$ cat src/rtl/alu_pkg.sv
// Shared encodings for the accumulator-ALU scheduler: op codes and FSM state values.
package alu_pkg;

  typedef logic [1:0] state_t;

  localparam logic [1:0] OP_LOAD = 2'd0;
  localparam logic [1:0] OP_ADD  = 2'd1;
  localparam logic [1:0] OP_SUB  = 2'd2;
  localparam logic [1:0] OP_READ = 2'd3;

  localparam state_t S_IDLE  = 2'd0;
  localparam state_t S_ISSUE = 2'd1;
  localparam state_t S_WAIT  = 2'd2;
  localparam state_t S_RESP  = 2'd3;

endpackage

$ cat src/rtl/alu_rr_sched_if.sv
// Bundle of the two request channels, the datapath issue/done pair and the response channel.
// The slave side is the scheduler; the master side is its surroundings.
interface alu_rr_sched_if #(
  parameter int DW = 8
);

  logic          req0_valid;
  logic          req0_ready;
  logic [1:0]    req0_op;
  logic [DW-1:0] req0_data;
  logic          req1_valid;
  logic          req1_ready;
  logic [1:0]    req1_op;
  logic [DW-1:0] req1_data;

  logic          alu_start;
  logic [1:0]    alu_op;
  logic [DW-1:0] alu_operand;
  logic          alu_done;
  logic [DW-1:0] alu_result;

  logic          rsp_valid;
  logic          rsp_ready;
  logic          rsp_id;
  logic [DW-1:0] rsp_data;
  logic          rsp_err;

  modport slave (
    input  req0_valid, req0_op, req0_data, req1_valid, req1_op, req1_data,
    input  alu_done, alu_result, rsp_ready,
    output req0_ready, req1_ready, alu_start, alu_op, alu_operand,
    output rsp_valid, rsp_id, rsp_data, rsp_err
  );

  modport master (
    output req0_valid, req0_op, req0_data, req1_valid, req1_op, req1_data,
    output alu_done, alu_result, rsp_ready,
    input  req0_ready, req1_ready, alu_start, alu_op, alu_operand,
    input  rsp_valid, rsp_id, rsp_data, rsp_err
  );

endinterface

$ cat src/rtl/rr_arb2.sv
// Two-way round-robin arbiter, purely combinational: a lone requester wins,
// a tie goes to the port that did not win last.
module rr_arb2 (
  input  logic [1:0] valid,
  input  logic       last,
  output logic [1:0] grant,
  output logic       gnt_id
);

  always_comb begin
    gnt_id = 1'b0;
    if (valid == 2'b11) begin
      gnt_id = ~last;
    end else if (valid[1]) begin
      gnt_id = 1'b1;
    end
    grant = 2'b00;
    if (|valid) begin
      grant = gnt_id ? 2'b10 : 2'b01;
    end
  end

endmodule

$ cat src/rtl/alu_rr_sched.sv
// Shares one accumulator datapath between two requesters; one op in flight, accept to rsp_valid >= 3 cycles.
// Requests are held off until the previous response handshakes; ena=0 freezes everything.
module alu_rr_sched
  import alu_pkg::*;
#(
  parameter int DW      = 8,
  parameter int TIMEOUT = 16
) (
  input  logic         clk,
  input  logic         rst,
  input  logic         ena,
  alu_rr_sched_if.slave bus,
  output logic         busy,
  output logic [7:0]   op_count
);

  localparam int             CW        = $clog2(TIMEOUT);
  localparam logic [CW-1:0]  WAIT_LAST = CW'(TIMEOUT - 1);

  state_t        state;
  state_t        state_nxt;
  logic          last_grant;
  logic [1:0]    grant;
  logic          gnt_id;
  logic          timeout;
  logic [CW-1:0] wait_cnt;
  logic [1:0]    op_q;
  logic [DW-1:0] operand_q;
  logic          id_q;
  logic [DW-1:0] rsp_data_q;
  logic          rsp_err_q;

  rr_arb2 u_arb (
    .valid  ({bus.req1_valid, bus.req0_valid}),
    .last   (last_grant),
    .grant  (grant),
    .gnt_id (gnt_id)
  );

  assign timeout         = (wait_cnt == WAIT_LAST);
  assign bus.alu_op      = op_q;
  assign bus.alu_operand = operand_q;
  assign bus.rsp_id      = id_q;
  assign bus.rsp_data    = rsp_data_q;
  assign bus.rsp_err     = rsp_err_q;

  always_ff @(posedge clk) begin
    if (rst) begin
      state <= S_IDLE;
    end else if (ena) begin
      state <= state_nxt;
    end
  end

  always_comb begin
    state_nxt = state;
    case (state)
      S_IDLE:  if (|grant) state_nxt = S_ISSUE;
      S_ISSUE: state_nxt = S_WAIT;
      S_WAIT:  if (bus.alu_done || timeout) state_nxt = S_RESP;
      S_RESP:  if (bus.rsp_ready) state_nxt = S_IDLE;
      default: state_nxt = S_IDLE;
    endcase
  end

  // Strobes are gated by rst so nothing handshakes while reset is held.
  always_comb begin
    bus.req0_ready = 1'b0;
    bus.req1_ready = 1'b0;
    bus.alu_start  = 1'b0;
    bus.rsp_valid  = 1'b0;
    busy           = (state != S_IDLE);
    case (state)
      S_IDLE: begin
        bus.req0_ready = ena && !rst && grant[0];
        bus.req1_ready = ena && !rst && grant[1];
      end
      S_ISSUE: bus.alu_start = ena && !rst;
      S_RESP:  bus.rsp_valid = !rst;
      default: ;
    endcase
  end

  always_ff @(posedge clk) begin
    if (rst) begin
      last_grant <= 1'b1;
      op_q       <= '0;
      operand_q  <= '0;
      id_q       <= 1'b0;
      rsp_data_q <= '0;
      rsp_err_q  <= 1'b0;
      wait_cnt   <= '0;
      op_count   <= 8'd0;
    end else if (ena) begin
      case (state)
        S_IDLE: begin
          if (|grant) begin
            op_q       <= gnt_id ? bus.req1_op : bus.req0_op;
            operand_q  <= gnt_id ? bus.req1_data : bus.req0_data;
            id_q       <= gnt_id;
            last_grant <= gnt_id;
          end
        end
        S_ISSUE: wait_cnt <= '0;
        S_WAIT: begin
          // A done arriving on the timeout cycle still counts as success.
          if (bus.alu_done) begin
            rsp_data_q <= bus.alu_result;
            rsp_err_q  <= 1'b0;
          end else if (timeout) begin
            rsp_data_q <= '0;
            rsp_err_q  <= 1'b1;
          end else begin
            wait_cnt <= wait_cnt + CW'(1);
          end
        end
        S_RESP: begin
          if (bus.rsp_ready) begin
            op_count <= op_count + 8'd1;
          end
        end
        default: ;
      endcase
    end
  end

endmodule

$ cat src/flat_wrapper.sv
// flat-port wrapper written by rule: the top's interface ports become plain ports
module alu_rr_sched_flat import alu_pkg::*;
#(
  parameter int DW      = 8,
  parameter int TIMEOUT = 16
)
  (clk, rst, ena, busy, op_count, bus_req0_valid, bus_req0_op, bus_req0_data, bus_req1_valid, bus_req1_op, bus_req1_data, bus_alu_done, bus_alu_result, bus_rsp_ready, bus_req0_ready, bus_req1_ready, bus_alu_start, bus_alu_op, bus_alu_operand, bus_rsp_valid, bus_rsp_id, bus_rsp_data, bus_rsp_err);
  alu_rr_sched_if #(.DW(DW)) bus_i ();
  input  logic clk;
  input  logic rst;
  input  logic ena;
  output logic busy;
  output logic [7:0] op_count;
  input wire logic [$bits(bus_i.req0_valid)-1:0] bus_req0_valid;
  input wire logic [$bits(bus_i.req0_op)-1:0] bus_req0_op;
  input wire logic [$bits(bus_i.req0_data)-1:0] bus_req0_data;
  input wire logic [$bits(bus_i.req1_valid)-1:0] bus_req1_valid;
  input wire logic [$bits(bus_i.req1_op)-1:0] bus_req1_op;
  input wire logic [$bits(bus_i.req1_data)-1:0] bus_req1_data;
  input wire logic [$bits(bus_i.alu_done)-1:0] bus_alu_done;
  input wire logic [$bits(bus_i.alu_result)-1:0] bus_alu_result;
  input wire logic [$bits(bus_i.rsp_ready)-1:0] bus_rsp_ready;
  output wire logic [$bits(bus_i.req0_ready)-1:0] bus_req0_ready;
  output wire logic [$bits(bus_i.req1_ready)-1:0] bus_req1_ready;
  output wire logic [$bits(bus_i.alu_start)-1:0] bus_alu_start;
  output wire logic [$bits(bus_i.alu_op)-1:0] bus_alu_op;
  output wire logic [$bits(bus_i.alu_operand)-1:0] bus_alu_operand;
  output wire logic [$bits(bus_i.rsp_valid)-1:0] bus_rsp_valid;
  output wire logic [$bits(bus_i.rsp_id)-1:0] bus_rsp_id;
  output wire logic [$bits(bus_i.rsp_data)-1:0] bus_rsp_data;
  output wire logic [$bits(bus_i.rsp_err)-1:0] bus_rsp_err;
  assign bus_i.req0_valid = bus_req0_valid;
  assign bus_i.req0_op = bus_req0_op;
  assign bus_i.req0_data = bus_req0_data;
  assign bus_i.req1_valid = bus_req1_valid;
  assign bus_i.req1_op = bus_req1_op;
  assign bus_i.req1_data = bus_req1_data;
  assign bus_i.alu_done = bus_alu_done;
  assign bus_i.alu_result = bus_alu_result;
  assign bus_i.rsp_ready = bus_rsp_ready;
  assign bus_req0_ready = bus_i.req0_ready;
  assign bus_req1_ready = bus_i.req1_ready;
  assign bus_alu_start = bus_i.alu_start;
  assign bus_alu_op = bus_i.alu_op;
  assign bus_alu_operand = bus_i.alu_operand;
  assign bus_rsp_valid = bus_i.rsp_valid;
  assign bus_rsp_id = bus_i.rsp_id;
  assign bus_rsp_data = bus_i.rsp_data;
  assign bus_rsp_err = bus_i.rsp_err;
  alu_rr_sched #(.DW(DW), .TIMEOUT(TIMEOUT)) u_core (.clk(clk), .rst(rst), .ena(ena), .bus(bus_i), .busy(busy), .op_count(op_count));
endmodule
$ cat config.mk
export PLATFORM = sky130hd
export DESIGN_NAME = alu_rr_sched_flat
export DESIGN_NICKNAME = d
export VERILOG_FILES = /design/src/rtl/alu_pkg.sv /design/src/rtl/alu_rr_sched_if.sv /design/src/rtl/rr_arb2.sv /design/src/rtl/alu_rr_sched.sv /design/src/flat_wrapper.sv
export SDC_FILE = /design/constraint.sdc
export NUM_CORES = 1
export LEC_CHECK = 0
export BUFFER_PORTS_ARGS = -buffer_cell sky130_fd_sc_hd__buf_2
export CORE_MARGIN = 8
export CORE_UTILIZATION = 49
export CTS_BUF_LIST = sky130_fd_sc_hd__clkbuf_8
export CTS_CLUSTER_SIZE = 14
export DETAILED_ROUTE_END_ITERATION = 6
export GPL_TIMING_DRIVEN = 0
export HOLD_SLACK_MARGIN = 0.02
export PLACE_DENSITY = 0.8
export SYNTH_ARGS = -nofsm -noshare
export SYNTH_HDL_FRONTEND = slang
export SYNTH_SLANG_ARGS = --single-unit
$ cat constraint.sdc
create_clock -name clk -period 2.1 [get_ports clk]
set_input_delay 0 -clock clk [delete_from_list [all_inputs] [get_ports clk]]
set_output_delay 0 -clock clk [all_outputs]
set_load 0.05 [all_outputs]
==> results of run 1 <==
cell families (layout without fill, tap and decap cells):
logic type               after synthesis  after routing  synth area share (%)
flip-flops                            35             35                  43.4
XOR/XNOR                               6              6                  3.26
buffers and inverters                 18            110                  5.66
AND/OR/NAND/NOR                       73             73                  24.7
multiplexers                           3              3                  1.86
adder cells (fa/ha/maj)                6              6                  4.65
AO/OA/AOI/OAI                         38             38                  16.4
how the worst max path moves through the flow:
stage / slack, ns / startpoint / end
2_1_floorplan: 0.30 / u_core.state[0] / u_core.bus.alu_op[0]
3_3_place_gp: 0.24 / u_core.state[1] / u_core.bus.alu_operand[6]
3_5_place_dp: 0.19 / u_core.state[1] / u_core.bus.alu_operand[2]
4_1_cts: 0.02 / u_core.state[1] / bus_req1_ready
5_1_grt: 0.02 / u_core.state[0] / bus_req1_ready
6_report: 0.14 / u_core.state[0] / bus_req1_ready
power groups by stage:
| stage | Sequential (W) | Clock (W) | Combinational (W) |
|---|---|---|---|
| 2_1_floorplan | 0.000789 | 0 | 0.000137 |
| 3_3_place_gp | 0.000719 | 0 | 0.000292 |
| 3_5_place_dp | 0.000720 | 0 | 0.000295 |
| 4_1_cts | 0.000705 | 0.000499 | 0.000323 |
| 5_1_grt | 0.000708 | 0.000525 | 0.000351 |
| 6_report | 0.000705 | 0.000486 | 0.000326 |
routing by layer:
layer / vias to the layer above / global-route usage, % / part of all wire [%]
met2: 45 / 30.3 / 49
met1: 758 / 18.0 / 42
met3: 2 / 6.68 / 8.0
li1: 830 / - / -
met4: 0 / 6.65 / 0.75
met5: - / 0 / 0
repair_timing:
item | in CTS | in global routing
setup endpoints to repair | 0 | 1
hold buffers | 19 | 0
hold endpoints to repair | 18 | 0
resized for setup | 0 | 3
cells in the final DEF, fill, tap and decap left out, types with 8 or more instances in the layout:
cell type | netlist | routed
a21oi_1 | 13 | 13
a221o_1 | 8 | 8
and3_1 | 10 | 10
buf_2 | 0 | 65
nand4_1 | 11 | 11
nand2_1 | 18 | 18
dlygate4sd3_1 | 0 | 19
dfxtp_1 | 35 | 35
clkbuf_1 | 8 | 8
nor2_1 | 11 | 11
registers in the layout, summed over array words and instances (netlist names):
name / cells
u_core.bus.alu_operand: 8
u_core.bus.rsp_data: 8
u_core.op_count: 8
u_core.wait_cnt: 4
u_core.bus.alu_op: 2
u_core.state: 2
u_core.bus.rsp_err: 1
u_core.bus.rsp_id: 1
u_core.last_grant: 1
per-stage QoR:
step	hold WS [ns]	instances	cell area, sq um	total power (W)
3_3_place_gp	0.223	291	2000	0.00101
2_1_floorplan	0.139	179	1610	0.000926
3_5_place_dp	0.228	291	2000	0.00101
5_1_grt	0.0383	317	2280	0.00158
4_1_cts	0.0241	317	2280	0.00153
6_report	0.0362	317	2280	0.00152
layout make-up:
| cell class | instances | area, sq um |
|---|---|---|
| flip-flops and latches | 35 | 701 |
| repair buffers | 85 | 523 |
| fillers | 273 | 975 |
| well taps | 46 | 57.6 |
| multi-input cells | 126 | 823 |
| clock buffers | 6 | 82.6 |
| clock inverters | 1 | 5.00 |
| inverters | 6 | 22.5 |
| plain buffers | 12 | 68.8 |
critical path: stages (launching register included):
cell     delay [ns]
dfxtp_1        0.33
inv_1          0.11
ha_2           0.23
and2_4         0.15
buf_6          0.11
nor2b_4        0.22
and3_4         0.21
buf_6          0.13
buf_4          0.20
==> results.txt, run 1 <==
----------------------------------------------------
[Route]
  Remaining design rule violation count ... 0
  Detailed Route Iter0 Violations ... 52
  Final antenna-violating net count ... 0
  Average via count per standard cell ... 5.16
  Final routed wirelength across all metal layers ... 4410 um
  Via total after detailed routing ... 1635
  Routed wire per std cell ... 13.9 um
  Drt pass-1 iters ... 4

[CTS]
  Post-CTS setup buffers ... 0
  Cell chosen for the clock root ... clkbuf_8
  Clock tree from TritonCTS ... built
  Clock latency on the worst-skew pair ... 0.28 ns
  TritonCTS buffer count ... 5
  Clock input transition at the sequential cells of the worst setup and hold paths ... 0.07 ns
  H-tree levels ... 2
  Number of sinks on the clock net ... 35
  CTS Buffer Depth ... 2

[Die]
  Area of the core ... 3260 sq um
  Die area ... 5380 sq um
  Rows ... 21
  Die outline width ... 73.4 um
  Die height ... 73.4 um
  Starting utilization of the core area ... 49.5%
  Number of top-level pins ... 68

[Worst setup path]
  Worst setup slack for register-to-register paths ... 0.23 ns
  Arrival time reported for the critical path endpoint ... 1.96 ns
  Reg2reg path depth ... 8
  Type of the setup path with the least slack ... reg2out
  RR Startpoint ... u_core.state[1]
  Crit path launch type ... flip-flop
  Biggest fanout along the worst timing path ... 9
  Worst reg2reg path endpoint ... u_core.bus.alu_operand[2]
  CP Data Required Time ... 2.10 ns
  Capturing element type of the critical path ... primary output

[Place]
  Setup Slack @ Placement ... 0.189 ns
  Count of port buffers added during placement ... 66
  HPWL after detailed placement ... 3110 um
  Placer Congestion ... 0.814

[STA]
  Highest clock rate ... 0.510 GHz
  TNS Setup ... 0 ns
  Clock skew ... 0.00866 ns
  # setup viols final ... 0
  Hold violation total from the final report ... 0
  Unrepaired setup endpoints after global routing ... false
  Fin worst setup slack ... 0.139 ns
  Worst Max-Slew Pin Slew ... 0.442 ns
  Final Max Slew Viols ... 0
  Min cycle time layout ... 1.96 ns
  Final worst path period share ... 93.4%
  Slew headroom ... 70.6%

[GRT]
  Wire length of the first global-routing pass ... 7250 um
  Remaining global-route overflow ... 0
  Aggregate global-route resource usage ... 17.2%
  Antenna violations before repair ... 0
  Pin count of the biggest net entering global routing ... 11
  Via count of the first global-routing pass ... 1622

[Logic synthesis]
  Number of library cell types mapped by synthesis ... 37
  Post-synth top cells ... 35 x dfxtp_1, 18 x nand2_1, 13 x a21oi_1, 11 x nand4_1, 11 x nor2_1
  Gate Count Post-Synth ... 179
  Count of synthesis-stage warnings from yosys ... 0
  Share of the synthesized area in the top cell type ... 43.4%
  Combined area of all synthesized cells ... 1610 sq um
  Top FF cell, synth ... dfxtp_1
  Dominant cell by count in the synthesized netlist ... dfxtp_1
  Synthesized Nets ... 220
  EDFF count, synth ... 0
  Sequential element share of the synthesized area ... 43.4%
  Top cells by area in the synthesized netlist ... dfxtp_1 43%, a221o_1 5.0%, ha_1 4.7%, nand4_1 4.3%, nand2_1 4.2%
  Share of flip-flops with an asynchronous set or reset ... 0%
  Yosys reg bits ... 35
  Mean post-synth cell area ... 9.01 sq um
  Largest area contributor in the synthesized netlist ... dfxtp_1

[Hold path]
  Min-delay src ... bus_req0_op[0]
  Type of the most critical hold path ... in2reg
  Worst Hold End ... u_core.bus.alu_op[0]
  Worst hold stages ... 3

[Power and ir drop]
  Static leakage ... 1.07 nW
  Power per standard cell area ... 665 nW/um^2
  Switching portion of total power ... 29.4%
  Switching power total ... 0.000446 W
  Clock network fraction of total power ... 32.0%
  Worst vdd ir ... 348 uV
  Power share of the combinational group ... 21.5%
  Sequential Power Share ... 46.5%
  Internal power contribution ... 0.00107 W

[Outcome]
  Result of the run ... complete, no violations

[Layout]
  Final Core Density ... 70.1%
  Share of post-route cells with drive strength above 1 ... 29.9%
  Antenna Diode Count ... 0
  Number of nets at the end of the flow ... 312
  Layout overhead on the synthesized area ... 41.6%

[Job]
  Number of max-cap violations ... 0

----------------------------------------------------
(Power assumes the default switching activity.)
==> run 2: changes to the inputs <==
--- a/config.mk
+++ b/config.mk
@@ -6,8 +6,10 @@
 export NUM_CORES = 1
 export LEC_CHECK = 0
 export BUFFER_PORTS_ARGS = -buffer_cell sky130_fd_sc_hd__buf_2
+export CELL_PAD_IN_SITES_DETAIL_PLACEMENT = 2
+export CELL_PAD_IN_SITES_GLOBAL_PLACEMENT = 2
 export CORE_MARGIN = 8
-export CORE_UTILIZATION = 49
+export CORE_UTILIZATION = 28
 export CTS_BUF_LIST = sky130_fd_sc_hd__clkbuf_8
 export CTS_CLUSTER_SIZE = 14
 export DETAILED_ROUTE_END_ITERATION = 6
==> results.txt, run 2 (same netlist as run 1, synthesis figures left out) <==
----------------------------------------------------
[Outcome]
  Result of the run ... complete, no violations

[Power and ir drop]
  Power per standard cell area ... 751 nW/um^2 (+13%)
  Static leakage ... 1.08 nW (+1.4%)
  Worst vdd ir ... 321 uV (-7.7%)

[Worst setup path]
  Library cell contributing the largest single delay on the critical path ... dfxtp_1
  Critical path destination ... bus_req1_ready
  Buffers and inverters on the worst path ... 4 (unchanged)
  Capturing element type of the critical path ... primary output
  RR Startpoint ... u_core.state[1]
  Type of the setup path with the least slack ... reg2out
  Worst setup path startpoint ... u_core.state[0]
  CP Data Required Time ... 2.10 ns (about the same)
  Reg2reg path depth ... 8 (unchanged)
  Worst setup slack for register-to-register paths ... 0.23 ns (about the same)
  Cells along the critical path ... inv_1, ha_2, and2_4, buf_6, nor2b_4, and3_4, buf_6, buf_4
  Crit path launch type ... flip-flop
  Biggest fanout along the worst timing path ... 9 (unchanged)
  Top delay family on crit path ... buffers and inverters
  Worst reg2reg path endpoint ... u_core.bus.alu_operand[2]
  Largest stage delay on the critical path ... 0.34 ns (about the same)
  Number of gates on the worst path with buffers counted ... 8 (unchanged)
  Most frequent cell on the critical path ... buf_6
  Arrival time reported for the critical path endpoint ... 1.93 ns (-0.03 ns)

[STA]
  Final Max Slew Viols ... 0 (unchanged)
  Slew headroom ... 64.1% (-6.4 points)
  Worst Max-Slew Pin Slew ... 0.538 ns (+0.0964 ns)
  Hold violation total from the final report ... 0 (unchanged)
  TNS Setup ... 0 ns (unchanged)
  Highest clock rate ... 0.518 GHz (+1.5%)
  Unrepaired setup endpoints after global routing ... false
  Clock skew ... 0.00828 ns (-0.000382 ns)
  Final worst path period share ... 92.0% (-1.4 points)
  Min cycle time layout ... 1.93 ns (-0.0296 ns)
  Fin worst setup slack ... 0.168 ns (+0.0296 ns)
  # setup viols final ... 0 (unchanged)

[Job]
  Number of max-cap violations ... 0 (unchanged)

[GRT]
  Aggregate global-route resource usage ... 13.9% (-3.3 points)
  Wire length of the first global-routing pass ... 9670 um (+33%)
  Remaining global-route overflow ... 0 (unchanged)
  Pin count of the biggest net entering global routing ... 12 (+1)
  Antenna violations before repair ... 0 (unchanged)
  Via count of the first global-routing pass ... 1897 (+17%)

[Route]
  Remaining design rule violation count ... 0 (unchanged)
  Wire length on met1 ... 2590 um (+39%)
  Average via count per standard cell ... 5.00 (-3.0%)
  Final antenna-violating net count ... 0 (unchanged)
  Highest signal layer in the routed design ... met4
  Final routed wirelength across all metal layers ... 5800 um (+32%)
  Routed wire per std cell ... 17.0 um (+22%)
  Wire length on met2 ... 2810 um (+30%)
  Drt pass-1 iters ... 2 (-2)
  Via total after detailed routing ... 1711 (+4.6%)
  Detailed Route Iter0 Violations ... 24 (-54%)
  Amount of wire on met3 after detailed routing ... 317 um (-10%)

[Hold path]
  Type of the most critical hold path ... in2reg
  Worst hold stages ... 3 (unchanged)

[CTS]
  H-tree levels ... 2 (unchanged)
  TritonCTS buffer count ... 5 (unchanged)
  Clock input transition at the sequential cells of the worst setup and hold paths ... 0.07 ns (about the same)
  Clock latency on the worst-skew pair ... 0.29 ns (about the same)
  Number of sinks on the clock net ... 35 (unchanged)
  Clock tree from TritonCTS ... built
  Cell chosen for the clock root ... clkbuf_8
  CTS Buffer Depth ... 2 (unchanged)

[Layout]
  Most common cell after layout, fill and taps aside ... buf_2
  Share of post-route cells with drive strength above 1 ... 30.4% (+0.48 points)
  Number of fill cells in the layout ... 638 (+130%)
  Final standard cell count with taps included and fillers excluded ... 342 (+7.9%)
  Layout overhead on the synthesized area ... 45.0%
  Final Core Density ... 42.2% (-28 points)
  Antenna Diode Count ... 0 (unchanged)
  Number of nets at the end of the flow ... 310 (-0.64%)
  Cell area after layout ... 2340 sq um (+2.4%)
  Commonest cells after routing, fill and taps aside ... 65 x buf_2, 35 x dfxtp_1, 18 x nand2_1

[Die]
  Area of the core ... 5540 sq um (+70%)
  Die area ... 8440 sq um (+57%)
  Die outline width ... 91.9 um (+25%)
  Starting utilization of the core area ... 29.1% (-20 points)
  Die height ... 91.9 um (+25%)
  Rows ... 27 (+29%)
  Number of top-level pins ... 68 (unchanged)

[Place]
  Cell Count Post-Placement ... 317 (+8.9%)
  HPWL after detailed placement ... 4140 um (+33%)
  Setup Slack @ Placement ... 0.176 ns (-0.0134 ns)
  Post-placement cell area ... 2030 sq um (+1.6%)
  Placer Congestion ... 0.820 (+0.76%)
  Count of port buffers added during placement ... 66 (unchanged)

----------------------------------------------------
## run 2: changes by cell type in the layout (fill, tap and decap cells not counted)
cell / previous run / this run
buf_4: 1 / 2
dlygate4sd3_1: 19 / 16
bufinv_16: 0 / 2
clkinv_2: 1 / 0
clkbuf_8: 6 / 5
inv_1: 6 / 7
## run 2: worst reg2reg max path: cells and delay by family, from the launching register on
| kind | cells | cell delay (ns) |
|---|---|---|
| fa+ha+maj | 1 | 0.21 |
| compound gates | 1 | 0.35 |
| flops | 1 | 0.41 |
| buf+inv | 3 | 0.35 |
| simple gates | 3 | 0.45 |
## run 2: repair_timing
item,in CTS,in global routing
hold endpoints to repair,16,0
pin swaps,0,0
hold buffers,16,0
buffers inserted,0,1
setup endpoints to repair,1,1
cloned,0,0
resized for setup,1,1
## run 2: worst min path at each step
stage / from / endpoint / slack, ns
6_report: bus_req0_data[3] / u_core.bus.alu_operand[3] / 0.04
5_1_grt: bus_req1_op[1] / u_core.bus.alu_op[1] / 0.05
4_1_cts: bus_req0_data[3] / u_core.bus.alu_operand[3] / 0.03
3_5_place_dp: bus_req1_data[5] / u_core.bus.alu_operand[5] / 0.23
3_3_place_gp: bus_req1_data[0] / u_core.bus.alu_operand[0] / 0.23
2_1_floorplan: bus_req1_op[0] / u_core.bus.alu_op[0] / 0.14
## run 2: metal layers
layer / up-vias / GRT usage, %
li1: 826 / -
met1: 821 / 15.7
met2: 56 / 24.6
met3: 8 / 4.24
met4: 0 / 3.89
met5: - / 0
## run 2: area by class of cell
class	instances	area (sq um)	area share, %
clock buffer	5	68.8	2.94
tap	72	90.1	3.85
sequential	35	701	30.0
multi-input combinational	126	823	35.2
clock inverter	3	63.8	2.73
timing repair buffer	83	500	21.4
buffer	12	68.8	2.94
inverter	6	22.5	0.963
## run 2: metrics by stage
step                      total power, W  hold slack [ns]
final                            0.00176           0.0366
after global routing             0.00183           0.0481
after CTS                        0.00178           0.0305
after detailed placement         0.00103            0.229
after global placement           0.00102            0.230
after floorplan                 0.000926            0.139
## run 2: power breakdown
part	leakage, nW	internal (W)	switching, W
Clock	0.0695	0.000470	0.000248
Sequential	0.284	0.000690	0.0000160
Combinational	0.730	0.000123	0.000211
Total	1.08	0.00128	0.000474
